## src/rtl/spea_pack_pkg.sv

```systemverilog
// Shared types and sizing for the two-segment bit packer.
package spea_pack_pkg;

    localparam int unsigned SEG_MAX        = 16;
    localparam int unsigned SEGS_PER_FRAME = 2;
    localparam int unsigned FRAME_W        = 64;
    localparam int unsigned LEN_W          = 5;
    localparam int unsigned IDX_W          = $clog2(SEG_MAX);
    localparam int unsigned PTR_W          = 7;
    localparam int unsigned CNT_W          = 2;
    localparam int unsigned BIT_W          = $clog2(FRAME_W);
    localparam int unsigned ACC_LIM        = SEG_MAX * SEGS_PER_FRAME;

    typedef enum logic [2:0] {
        ST_IDLE      = 3'd0,
        ST_WAIT      = 3'd1,
        ST_SHIFT     = 3'd2,
        ST_SEG_END   = 3'd3,
        ST_FRAME_END = 3'd4
    } state_e;

    typedef struct packed {
        logic [SEG_MAX-1:0] data;
        logic [LEN_W-1:0]   len;
    } seg_t;

    // Out-of-range lengths collapse to a full-width segment.
    function automatic logic [LEN_W-1:0] eff_len(input logic [LEN_W-1:0] raw);
        return (raw == '0 || raw > LEN_W'(SEG_MAX)) ? LEN_W'(SEG_MAX) : raw;
    endfunction

endpackage

```

## src/rtl/spea_pack_ser.sv

```systemverilog
// Bit serializer: latches one segment and presents it LSB first, one bit per shift.
module spea_pack_ser
    import spea_pack_pkg::*;
(
    input  logic clk,
    input  logic rst,
    input  logic load,
    input  logic shift_en,
    input  seg_t seg_in,
    output logic bit_c,
    output logic last_c
);

    logic [SEG_MAX-1:0] data_q, data_d;
    logic [LEN_W-1:0]   len_q,  len_d;
    logic [IDX_W-1:0]   idx_q,  idx_d;

    always_comb begin
        data_d = data_q;
        len_d  = len_q;
        idx_d  = idx_q;
        if (load) begin
            data_d = seg_in.data;
            len_d  = eff_len(seg_in.len);
            idx_d  = '0;
        end else if (shift_en) begin
            idx_d  = idx_q + IDX_W'(1);
        end
    end

    always_ff @(posedge clk or negedge rst) begin
        if (!rst) begin
            data_q <= '0;
            len_q  <= '0;
            idx_q  <= '0;
        end else begin
            data_q <= data_d;
            len_q  <= len_d;
            idx_q  <= idx_d;
        end
    end

    assign bit_c  = data_q[idx_q];
    assign last_c = (LEN_W'(idx_q) == len_q - LEN_W'(1));

endmodule

```

## src/rtl/spea_pack.sv

```systemverilog
// Packs two variable-length segments into a 64-bit stream with a segment-end mask.
module spea_pack
    import spea_pack_pkg::*;
(
    input  logic                clk,
    input  logic                rst,
    input  logic                start,
    input  logic [SEG_MAX-1:0]  seg_data,
    input  logic [LEN_W-1:0]    seg_len,
    input  logic                seg_valid,
    output logic                seg_ready,
    output logic [FRAME_W-1:0]  out_B,
    output logic [FRAME_W-1:0]  out_S,
    output logic                done,
    output logic                done_spea
);

    state_e              state_q, state_d;
    logic [FRAME_W-1:0]  acc_b_q, acc_b_d;
    logic [FRAME_W-1:0]  acc_s_q, acc_s_d;
    logic [PTR_W-1:0]    ptr_q, ptr_d;
    logic [CNT_W-1:0]    seg_cnt_q, seg_cnt_d;
    logic [FRAME_W-1:0]  out_b_q, out_b_d;
    logic [FRAME_W-1:0]  out_s_q, out_s_d;
    logic                done_q, done_d;
    logic                done_spea_q, done_spea_d;
    logic                seg_ready_q, seg_ready_d;

    logic ser_load, ser_shift, ser_bit_c, ser_last_c;
    seg_t seg_in;

    assign seg_in = '{data: seg_data, len: seg_len};

    spea_pack_ser u_ser (
        .clk      (clk),
        .rst      (rst),
        .load     (ser_load),
        .shift_en (ser_shift),
        .seg_in   (seg_in),
        .bit_c    (ser_bit_c),
        .last_c   (ser_last_c)
    );

    always_comb begin
        state_d   = state_q;
        acc_b_d   = acc_b_q;
        acc_s_d   = acc_s_q;
        ptr_d     = ptr_q;
        seg_cnt_d = seg_cnt_q;
        out_b_d   = out_b_q;
        out_s_d   = out_s_q;
        ser_load  = 1'b0;
        ser_shift = 1'b0;

        case (state_q)
            ST_IDLE: begin
                if (start) begin
                    acc_b_d   = '0;
                    acc_s_d   = '0;
                    ptr_d     = '0;
                    seg_cnt_d = '0;
                    state_d   = ST_WAIT;
                end
            end
            ST_WAIT: begin
                if (seg_valid && seg_ready_q) begin
                    ser_load = 1'b1;
                    state_d  = ST_SHIFT;
                end
            end
            ST_SHIFT: begin
                // Guard keeps the upper half of the accumulators permanently zero.
                ser_shift = 1'b1;
                if (ptr_q < PTR_W'(ACC_LIM)) begin
                    acc_b_d[ptr_q[BIT_W-1:0]] = ser_bit_c;
                    acc_s_d[ptr_q[BIT_W-1:0]] = ser_last_c;
                    ptr_d = ptr_q + PTR_W'(1);
                end
                if (ser_last_c) begin
                    state_d = ST_SEG_END;
                end
            end
            ST_SEG_END: begin
                seg_cnt_d = seg_cnt_q + CNT_W'(1);
                state_d   = (seg_cnt_d == CNT_W'(SEGS_PER_FRAME)) ? ST_FRAME_END : ST_WAIT;
            end
            ST_FRAME_END: begin
                state_d = ST_IDLE;
            end
            default: begin
                state_d = ST_IDLE;
            end
        endcase

        // Outputs are registered so they line up with the state they describe.
        done_d      = (state_d == ST_SEG_END);
        done_spea_d = (state_d == ST_FRAME_END);
        seg_ready_d = (state_d == ST_WAIT);
        if (state_d == ST_FRAME_END) begin
            out_b_d = acc_b_q;
            out_s_d = acc_s_q;
        end
    end

    always_ff @(posedge clk or negedge rst) begin
        if (!rst) begin
            state_q     <= ST_IDLE;
            acc_b_q     <= '0;
            acc_s_q     <= '0;
            ptr_q       <= '0;
            seg_cnt_q   <= '0;
            out_b_q     <= '0;
            out_s_q     <= '0;
            done_q      <= 1'b0;
            done_spea_q <= 1'b0;
            seg_ready_q <= 1'b0;
        end else begin
            state_q     <= state_d;
            acc_b_q     <= acc_b_d;
            acc_s_q     <= acc_s_d;
            ptr_q       <= ptr_d;
            seg_cnt_q   <= seg_cnt_d;
            out_b_q     <= out_b_d;
            out_s_q     <= out_s_d;
            done_q      <= done_d;
            done_spea_q <= done_spea_d;
            seg_ready_q <= seg_ready_d;
        end
    end

    assign seg_ready = seg_ready_q;
    assign out_B     = out_b_q;
    assign out_S     = out_s_q;
    assign done      = done_q;
    assign done_spea = done_spea_q;

endmodule

```

## config.mk

```make
export PLATFORM = sky130hd
export DESIGN_NAME = spea_pack
export DESIGN_NICKNAME = d
export VERILOG_FILES = /design/src/rtl/spea_pack_pkg.sv /design/src/rtl/spea_pack_ser.sv /design/src/rtl/spea_pack.sv
export SDC_FILE = /design/constraint.sdc
export NUM_CORES = 1
export LEC_CHECK = 0
export CAP_MARGIN = 5
export CORE_MARGIN = 2
export CORE_UTILIZATION = 45
export CTS_CLUSTER_DIAMETER = 50
export DETAILED_ROUTE_END_ITERATION = 16
export DONT_BUFFER_PORTS = 1
export GPL_TIMING_DRIVEN = 0
export PLACE_DENSITY = 0.64
export SLEW_MARGIN = 15
export SYNTH_ARGS = -nofsm -noshare
export SYNTH_HDL_FRONTEND = slang
export SYNTH_SLANG_ARGS = --single-unit
```

## constraint.sdc

```tcl
create_clock -name clk -period 1.9 [get_ports clk]
set_clock_uncertainty 0.1 [all_clocks]
set_input_delay 0.19 -clock clk [delete_from_list [all_inputs] [get_ports clk]]
set_output_delay 0.19 -clock clk [all_outputs]
set_load 0.02 [all_outputs]
```

==> run metrics <==
starting density of the core=0.457; Async S/R FF share, synth=1.00; Vert. Die Dim=between 150 and 200 µm; RD Place Congestion=~0.85; Post-Route WL=27200 µm; Layout Nets=about 1.2k; DP Cell Count=1447; clock buffer depth=3; CP Max Fanout=10; Final Cycle Share=1.08; Clk pin slew, worst setup/hold paths=0.06 ns; CP Class=reg2reg; Seq/Total Area, Yosys=0.646; final number of hold-violating endpoints=between 200 and 300; buffers added on ports=0; largest family of logic cells by synthesized area=simple AND/OR/NAND/NOR gates; failing checks=hold timing, setup timing; status=complete, but fails checks; flops & latches, synth=a little under 300; DRT iter0 DRCs=approximately 600; final std cells w/o fill=~1.6k; post-synthesis cell count=1117; number of fill cells in the layout=around 2.1k; Fmax=around 500 MHz; final worst slack=-0.154 ns; Worst Tran Pin Value=0.687 ns; most frequent cells in the layout=403 x nand2_1, 292 x dfrtp_1, 63 x and2_4; vias=7971; Total Power=about 17000 µW; simple-gate share of the synthesized area=0.238; Synth cell types=46; root buf cell=clkbuf_16; Tmin final=between 2 and 2.5 ns; hold_ws=-0.718 ns; clk sink count=between 200 and 300; YS warnings=0; GRT overflow=0; Hold Buf Count CTS=22; most common cell after layout, fill and taps aside=nand2_1; r2r setup slk=-0.15 ns; number of global-route vias before repair=~8k; CTS tree=built; num ports=156; Pleak=0.00731 µW; register area=approximately 0.0074 mm²; core area=around 0.025 mm²; DP Wirelength=between 15000 and 20000 µm; area of the multi-input gates=approximately 0.0044 mm²; reg2reg start=ptr_q[2]; RR Endpoint=acc_b_q[28]; P per Cell Area=between 1000 and 1500 mW/mm²; Reg2Reg Depth=5; Area growth syn-to-layout=27.9%; Inserted Clock Buffers=34; final setup vio count=88; Arr. time, crit path=between 2 and 2.5 ns; Synth Area in Adders=0.00545; ant diodes=0; layout cell share with drive strength beyond 1=0.291; final slew viol count=0; RSZ-0062 raised after global routing=true; max-cap check violation count=0; CTS H-tree depth=2; largest net degree at the start of global routing=between 200 and 300; Die Wd=~160 µm; total track usage=0.203; wire per inst=approximately 18 µm; Relative slew margins=0.540; Antenna Nets Post-Route=0; Startpoint Class=register; crit end category=register; VDD IR-drop max=approximately 0.00065 V; Req. time, crit path=2.19 ns; vias per inst=roughly 5.1; first-pass GRT wire length=between 40000 and 50000 µm; Mapped Nets=between 1k and 1.5k; Post-synth EDFFs=0; Post-Synth XOR/XNOR Area=0.00763; clk_lat worst skew=~0.50 ns; Hold Crit Class=in2async; die area=between 0.02 and 0.03 mm²; Final Util=0.584; post-synthesis mux area share=0.0219; DRC viols=0; # rows=slightly below 60; initial antenna violation count=0; Synth Area in Compound Gates=0.0523; mapped cell area=between 0.01 and 0.015 mm²; DR pass1 iterations=4; syn avg cell area=10.3 µm²; ys flop type=dfrtp_1
[kinds of logic (layout without fill, tap and decap cells)]
kind of cell	count (synthesis)	after routing
multiplexers	23	23
AND/OR/NAND/NOR	620	620
flip-flops	296	296
XOR/XNOR	10	10
AO/OA/AOI/OAI	88	88
adder cells (fa/ha/maj)	5	5
buffers and inverters	75	181
[flip-flops by register name, indices dropped and copies added, names as in the netlist]
| name | cells |
|---|---|
| acc_b_q | 64 |
| acc_s_q | 64 |
| done | 1 |
| done_spea | 1 |
| out_B | 64 |
| out_S | 64 |
| ptr_q | 7 |
| seg_cnt_q | 2 |
| seg_ready | 1 |
| state_q | 3 |
| u_ser.data_q | 16 |
| u_ser.idx_q | 4 |
| u_ser.len_q | 5 |
[layer usage]
layer  wire length [µm]  part of all wire  track usage
met5                  0                 0            0
met4                766             0.028       0.0686
met3               1990             0.073       0.0554
met2              12300              0.45        0.305
met1              12200              0.45        0.286
[area by class of cell]
cell class,count,share of cell area
Multi-Input combinational cell,746,0.301
Sequential cell,296,0.505
Buffer,59,0.0392
Clock buffer,47,0.0696
Timing Repair Buffer,53,0.0465
Clock inverter,10,0.00759
Tap cell,330,0.0281
Inverter,12,0.00324
[Yosys cell counts (2+ instances only)]
cell | number | share of area
xnor2_1 | 7 | 0.0053
buf_2 | 7 | 0.0031
nand4_1 | 2 | 0.0011
nor2b_1 | 6 | 0.0033
ha_1 | 5 | 0.0055
a2111oi_4 | 2 | 0.0048
dfrtp_1 | 296 | 0.65
a2111oi_0 | 2 | 0.0015
nand3b_1 | 5 | 0.0033
nand2_1 | 413 | 0.14
o21ai_1 | 46 | 0.020
o21ai_0 | 7 | 0.0031
clkbuf_1 | 44 | 0.014
mux2i_1 | 6 | 0.0052
a21oi_1 | 3 | 0.0013
and2_1 | 65 | 0.035
xor2_1 | 3 | 0.0023
nand3_1 | 94 | 0.041
buf_6 | 6 | 0.0059
nor3b_1 | 5 | 0.0033
buf_1 | 6 | 0.0020
nor2_1 | 10 | 0.0033
nor3_1 | 6 | 0.0026
inv_1 | 12 | 0.0039
mux2_2 | 17 | 0.017
nand2b_1 | 3 | 0.0016
and3_1 | 2 | 0.0011
o21ai_2 | 19 | 0.015
[worst max path at each step]
stage / to / cells after the start / slack (ns) / from
floorplan: acc_b_q[19] / 7 / 0.02 / u_ser.idx_q[0]
global placement: out_S[9] / 7 / -0.64 / state_q[2]
detailed placement: acc_s_q[11] / 6 / -0.68 / state_q[1]
CTS: ptr_q[4] / 7 / -0.14 / state_q[0]
global route: acc_b_q[28] / 5 / -0.22 / ptr_q[2]
finish: acc_b_q[28] / 5 / -0.15 / ptr_q[2]
[worst max-delay path, stage by stage (launching register included)]
cell and delay (ns):
dfrtp_1 0.36, buf_1 0.45, nor3b_4 0.53, nand3_1 0.27, nand3_1 0.16, o21ai_2 0.06
[stage by stage]
stage	TNS, ns	hold WS (ns)	setup slack [ns]	area (µm²)
2_1_floorplan	0	-0.206	0.0181	11500
3_3_place_gp	-106.66	-0.200	-0.637	11900
3_5_place_dp	-113.28	-0.200	-0.677	11900
6_report	-5.84	-0.718	-0.154	14700
5_1_grt	-11.61	-0.745	-0.225	14700
4_1_cts	-5.81	-0.738	-0.142	13900
[what timing repair did]
| item | in CTS | in global routing |
|---|---|---|
| hold endpoints to repair | 319 | 296 |
| resized for setup | 135 | 198 |
| setup endpoints to repair | 285 | 277 |
| setup buffers | 14 | 4 |
| gates cloned | 5 | 8 |
| pin swaps | 10 | 79 |
[report_power, final]
group	switching (µW)	leakage [µW]	internal (µW)	total, µW
Clock	2520	0.000567	4020	6540
Combinational	1970	0.00267	1800	3770
Sequential	329	0.00408	6650	6980
Total	4820	0.00731	12500	17300
Note: power is estimated with default switching activity, not from simulation.
